**config.mk**
```make
export PLATFORM = sky130hd
export DESIGN_NAME = e_sink_ack_arbiter
export DESIGN_NICKNAME = d
export VERILOG_FILES = /design/src/rtl/e_sink_ack_arbiter.sv
export SDC_FILE = /design/constraint.sdc
export NUM_CORES = 1
export LEC_CHECK = 0
export ABC_AREA = 1
export BUFFER_PORTS_ARGS = -buffer_cell sky130_fd_sc_hd__buf_2
export CAP_MARGIN = 20
export CORE_UTILIZATION = 35
export DETAILED_ROUTE_END_ITERATION = 12
export GPL_TIMING_DRIVEN = 0
export SLEW_MARGIN = 20
export SYNTH_ARGS = -nofsm -noshare
export SYNTH_HDL_FRONTEND = slang
export SYNTH_SLANG_ARGS = --single-unit
```
**constraint.sdc**
```tcl
create_clock -name clock -period 2.65 [get_ports clock]
set_clock_uncertainty 0.15 [all_clocks]
set_input_delay 0.265 -clock clock [delete_from_list [all_inputs] [get_ports clock]]
set_output_delay 0.265 -clock clock [all_outputs]
set_load 0.02 [all_outputs]
```
**src/rtl/e_sink_ack_arbiter.sv**
```systemverilog
// Round-robin arbiter that merges N_REQ GrantAck sink-ID requesters into one
// registered E-channel enqueue port, with saturating per-port accept counters.
module e_sink_ack_arbiter #(
    parameter int N_REQ  = 4,
    parameter int SINK_W = 3,
    parameter int CNT_W  = 8,
    localparam int SRC_W = $clog2(N_REQ)
) (
    input  logic                      clock,
    input  logic                      reset,
    input  logic [N_REQ-1:0]          io_in_valid,
    output logic [N_REQ-1:0]          io_in_ready,
    input  logic [N_REQ*SINK_W-1:0]   io_in_bits_sink,
    input  logic                      io_out_ready,
    output logic                      io_out_valid,
    output logic [SINK_W-1:0]         io_out_bits_sink,
    output logic [SRC_W-1:0]          io_out_src,
    output logic [N_REQ*CNT_W-1:0]    io_accept_cnt,
    output logic                      io_idle
);

    typedef enum logic {
        EMPTY = 1'b0,
        FULL  = 1'b1
    } state_t;

    state_t              state, state_d;
    logic [SRC_W-1:0]    ptr;
    logic [SINK_W-1:0]   out_sink;
    logic [SRC_W-1:0]    out_src;
    logic [CNT_W-1:0]    cnt [N_REQ];
    logic [SINK_W-1:0]   sink_arr [N_REQ];

    logic                can_load;
    logic                fire;
    logic                found;
    logic [SRC_W-1:0]    win;
    logic [SRC_W-1:0]    idx_w;
    logic [SINK_W-1:0]   win_sink;
    int                  idx;

    for (genvar g = 0; g < N_REQ; g++) begin : g_port
        assign sink_arr[g]                     = io_in_bits_sink[g*SINK_W +: SINK_W];
        assign io_accept_cnt[g*CNT_W +: CNT_W] = cnt[g];
    end

    // Rotating-priority scan starting at ptr; no lock is held between cycles.
    always_comb begin
        // NOTE: every variable gets a default first so no path leaves it unassigned (no latch).
        found    = 1'b0;
        win      = '0;
        win_sink = '0;
        idx      = 0;
        idx_w    = '0;
        for (int k = 0; k < N_REQ; k++) begin
            idx = int'(ptr) + k;
            if (idx >= N_REQ) idx = idx - N_REQ;
            idx_w = SRC_W'(idx);
            if (!found && io_in_valid[idx_w]) begin
                found    = 1'b1;
                win      = idx_w;
                win_sink = sink_arr[idx_w];
            end
        end
    end

    always_comb begin
        can_load = (state == EMPTY) || io_out_ready;
        fire     = reset && can_load && found;
        state_d  = state;
        if (state == FULL && io_out_ready) state_d = EMPTY;
        if (fire)                          state_d = FULL;
        io_in_ready = fire ? (N_REQ'(1) << win) : '0;
    end

    // NOTE: the counters are architecturally visible, so they are reset like any other state.
    always_ff @(posedge clock or negedge reset) begin
        if (!reset) begin
            state    <= EMPTY;
            ptr      <= '0;
            out_sink <= '0;
            out_src  <= '0;
            for (int i = 0; i < N_REQ; i++) cnt[i] <= '0;
        end else begin
            // NOTE: non-blocking assignments so every register samples pre-edge values.
            state <= state_d;
            if (fire) begin
                out_sink <= win_sink;
                out_src  <= win;
                ptr      <= (win == SRC_W'(N_REQ - 1)) ? '0 : win + 1'b1;
                for (int i = 0; i < N_REQ; i++) begin
                    if (win == SRC_W'(i) && cnt[i] != '1) cnt[i] <= cnt[i] + 1'b1;
                end
            end
        end
    end

    assign io_out_valid     = (state == FULL);
    assign io_out_bits_sink = out_sink;
    assign io_out_src       = out_src;
    assign io_idle          = (state == EMPTY) && !(|io_in_valid);

endmodule

```
==> results.json <==
{
  "grt_antenna_before_repair": 0,
  "cts_sinks": 40,
  "seq_area_frac_synth_pct": 36.9,
  "synth_area_sq_mm": 0.00272,
  "synthMuxAreaShare_pct": 0,
  "grt_pass1_vias": 2301,
  "rsz0062_at_grt": "yes",
  "setup_violations": 0,
  "initial_core_util_pct": 36.8,
  "die_w_um": 90.1,
  "end_kind": "output port",
  "cts_tree": "yes",
  "fin_cells": 527,
  "ios": 62,
  "startpoint_type": "flip-flop",
  "finalInstanceArea_sq_mm": 0.00345,
  "root_buffer": "clkbuf_8",
  "synth_common_cells": "130 x nand2_1, 40 x dfrtp_1, 31 x inv_1",
  "n_antenna_cell": 0,
  "rrSetupSlack_ps": 240,
  "wl_per_cell_um": 11.3,
  "r2r_cells": 16,
  "critPathMaxFanout": 10,
  "grt_first_pass_wirelength_um": 10400,
  "fin_total_pwr_mw": 4.00,
  "async_flop_share_pct": 100,
  "port_buffers": 61,
  "dp_hpwl_um": 4460,
  "vias_per_cell": 4.63,
  "drt_iter0_markers": 71,
  "row_count": 31,
  "fp.dieArea_sq_mm": 0.00811,
  "ys.warnings.count": 0,
  "grt_max_degree": 41,
  "switching_power_mw": 1.99,
  "seqPwrFrac_pct": 23.4,
  "cts_made_buffers": 5,
  "postSynthCellCount": 347,
  "worst_pin_slew_ps": 348,
  "yosys.area_share.simple_pct": 37.7,
  "globalplace.congestion": 0.851,
  "ys_seq_elements": 40,
  "grt_overflow_total": 0,
  "drv_cap": 0,
  "period_share_pct": 95.9,
  "wl_um": 5940,
  "swShare_pct": 49.8,
  "synthFlopType": "dfrtp_1",
  "cp.arrival_ps": 2130,
  "status": "completed",
  "post-synth-top-count-cell": "nand2_1",
  "slew_headroom_pct": 76.8,
  "cp.required_ps": 2240,
  "critical_path_class": "flip-flop to output port",
  "dpl-instance-area_sq_mm": 0.00314,
  "drv_slew": 0,
  "area_growth_pct": 27.1,
  "path_clk_slew_ps": 70,
  "synth_top_area_cell": "dfrtp_1",
  "ant_nets": 0,
  "period_minus_slack_ps": 2540,
  "max_freq_mhz": 393,
  "total_leakage_power_nw": 1.89,
  "clk_latency_ps": 290,
  "synth_compound_area_share_pct": 3.50,
  "core_area_sq_mm": 0.00737,
  "synthesis.nets": 374,
  "num_vias": 2440,
  "grt_util_all_layers_pct": 15.5,
  "h-tree-depth": 2,
  "drc": 0,
  "hold_viol_final": 0,
  "pwr-share-clk_pct": 10.5,
  "p_int_mw": 2.01,
  "hold_class": "primary input to flip-flop",
  "powerDensity_mw_per_mm2": 1160,
  "synth_top_area_share_pct": 36.9,
  "die-height_um": 90.1,
  "synth_edf_count": 0,
  "setup_tns_ps": 0,
  "synth_area_leaders": "dfrtp_1 37%, nand2_1 18%, xnor2_1 4.5%",
  "finalNetCount": 454,
  "synth_top_family_by_area": "simple AND/OR/NAND/NOR gates",
  "synth_fa_ha_area_share_pct": 3.69,
  "yosys.cell_types.count": 29,
  "cts_buffer_depth": 2,
  "place_inst": 507,
  "dr.pass1.iters": 4,
  "layout-drive-gt1-share_pct": 31.3,
  "synth_area_per_cell_sq_um": 7.82,
  "comb_power_share_pct": 66.0,
  "synthXorXnorAreaFrac_pct": 9.03,
  "vdd_drop_max_mv": 0.396,
  "min_path_cells": 2
}
-- cell families (layout without fill, tap and decap cells) --
logic type,count (synthesis),after routing
AND/OR/NAND/NOR,210,210
buffers and inverters,44,125
flip-flops,40,40
XOR/XNOR,28,28
AO/OA/AOI/OAI,17,17
adder cells (fa/ha/maj),8,8
-- cell type report --
type,count,area (sq um)
Fill cell,740,3920
Multi-Input combinational cell,263,1540
Sequential cell,40,1000
Timing Repair Buffer,73,428
Inverter,36,150
Tap cell,99,124
Buffer,8,111
Clock buffer,6,82.6
Clock inverter,2,10.0
-- state kept, by name, indices dropped and copies added (netlist names) --
signal	cells
io_out_src	2
io_accept_cnt	32
ptr	2
io_out_bits_sink	3
io_out_valid	1
-- power by group through the flow --
stage	sequential [mW]	clock [mW]	combinational [mW]
2_1_floorplan	1.11	0	1.60
3_3_place_gp	0.947	0	2.26
3_5_place_dp	0.948	0	2.29
4_1_cts	0.939	0.432	2.36
5_1_grt	0.967	0.458	2.93
6_report	0.937	0.421	2.64
-- cells in the final DEF (no fill, tap or decap), types with 10 or more instances in the layout --
cell / synthesis / routed
buf_2: 0 / 57
buf_4: 0 / 12
dfrtp_1: 40 / 40
inv_1: 31 / 28
nand2_1: 130 / 126
nand2_2: 9 / 10
nand3_1: 24 / 24
nor2_1: 18 / 12
o21ai_0: 14 / 14
xnor2_1: 14 / 14
xor2_1: 14 / 14
-- metrics by stage --
stage	hold slack [ps]	util [%]	worst slack, ps
after floorplan	-181	-	35.6
after global placement	298	42.7	48.8
after detailed placement	304	42.7	31.5
after CTS	24.4	44.7	-1.27
after global routing	27.4	46.8	-27.3
final	36.2	46.8	108
-- critical path: stages (launching register included) --
cell,delay (ps)
dfrtp_1,370
buf_6,150
buf_8,140
nand2_4,80
nand3_4,100
nand2_8,120
inv_4,60
a21oi_4,170
nand2_4,70
nand2_4,80
ha_2,180
inv_1,50
nor2_2,110
buf_4,150
-- path summary, 6_finish.rpt --
path / from / endpoint
hold / removal: io_out_ready / io_out_valid
min in group asynchronous: reset / io_accept_cnt[7]
hold reg to reg: io_out_bits_sink[1] / io_out_bits_sink[1]
setup / recovery: ptr[0] / io_in_ready[0]
max in group asynchronous: reset / ptr[1]
setup reg to reg: ptr[0] / io_accept_cnt[29]
-- layer usage --
| layer | vias to the layer above | routed length [um] | GRT usage, % |
|---|---|---|---|
| li1 | 1241 | - | - |
| met1 | 1138 | 2860 | 20.7 |
| met2 | 54 | 2790 | 25.8 |
| met3 | 7 | 229 | 2.79 |
| met4 | 0 | 62 | 3.76 |
| met5 | - | 0 | 0 |
-- timing repair --
action                     4_1_cts  5_1_grt
setup endpoints to repair        2       22
pin swaps                        1       11
gates cloned                     0        0
gates resized for setup          5       28
hold endpoints to repair        40        0
setup buffers                    2        8
hold buffers                     2        0
Note: power is estimated with default switching activity, not from simulation.
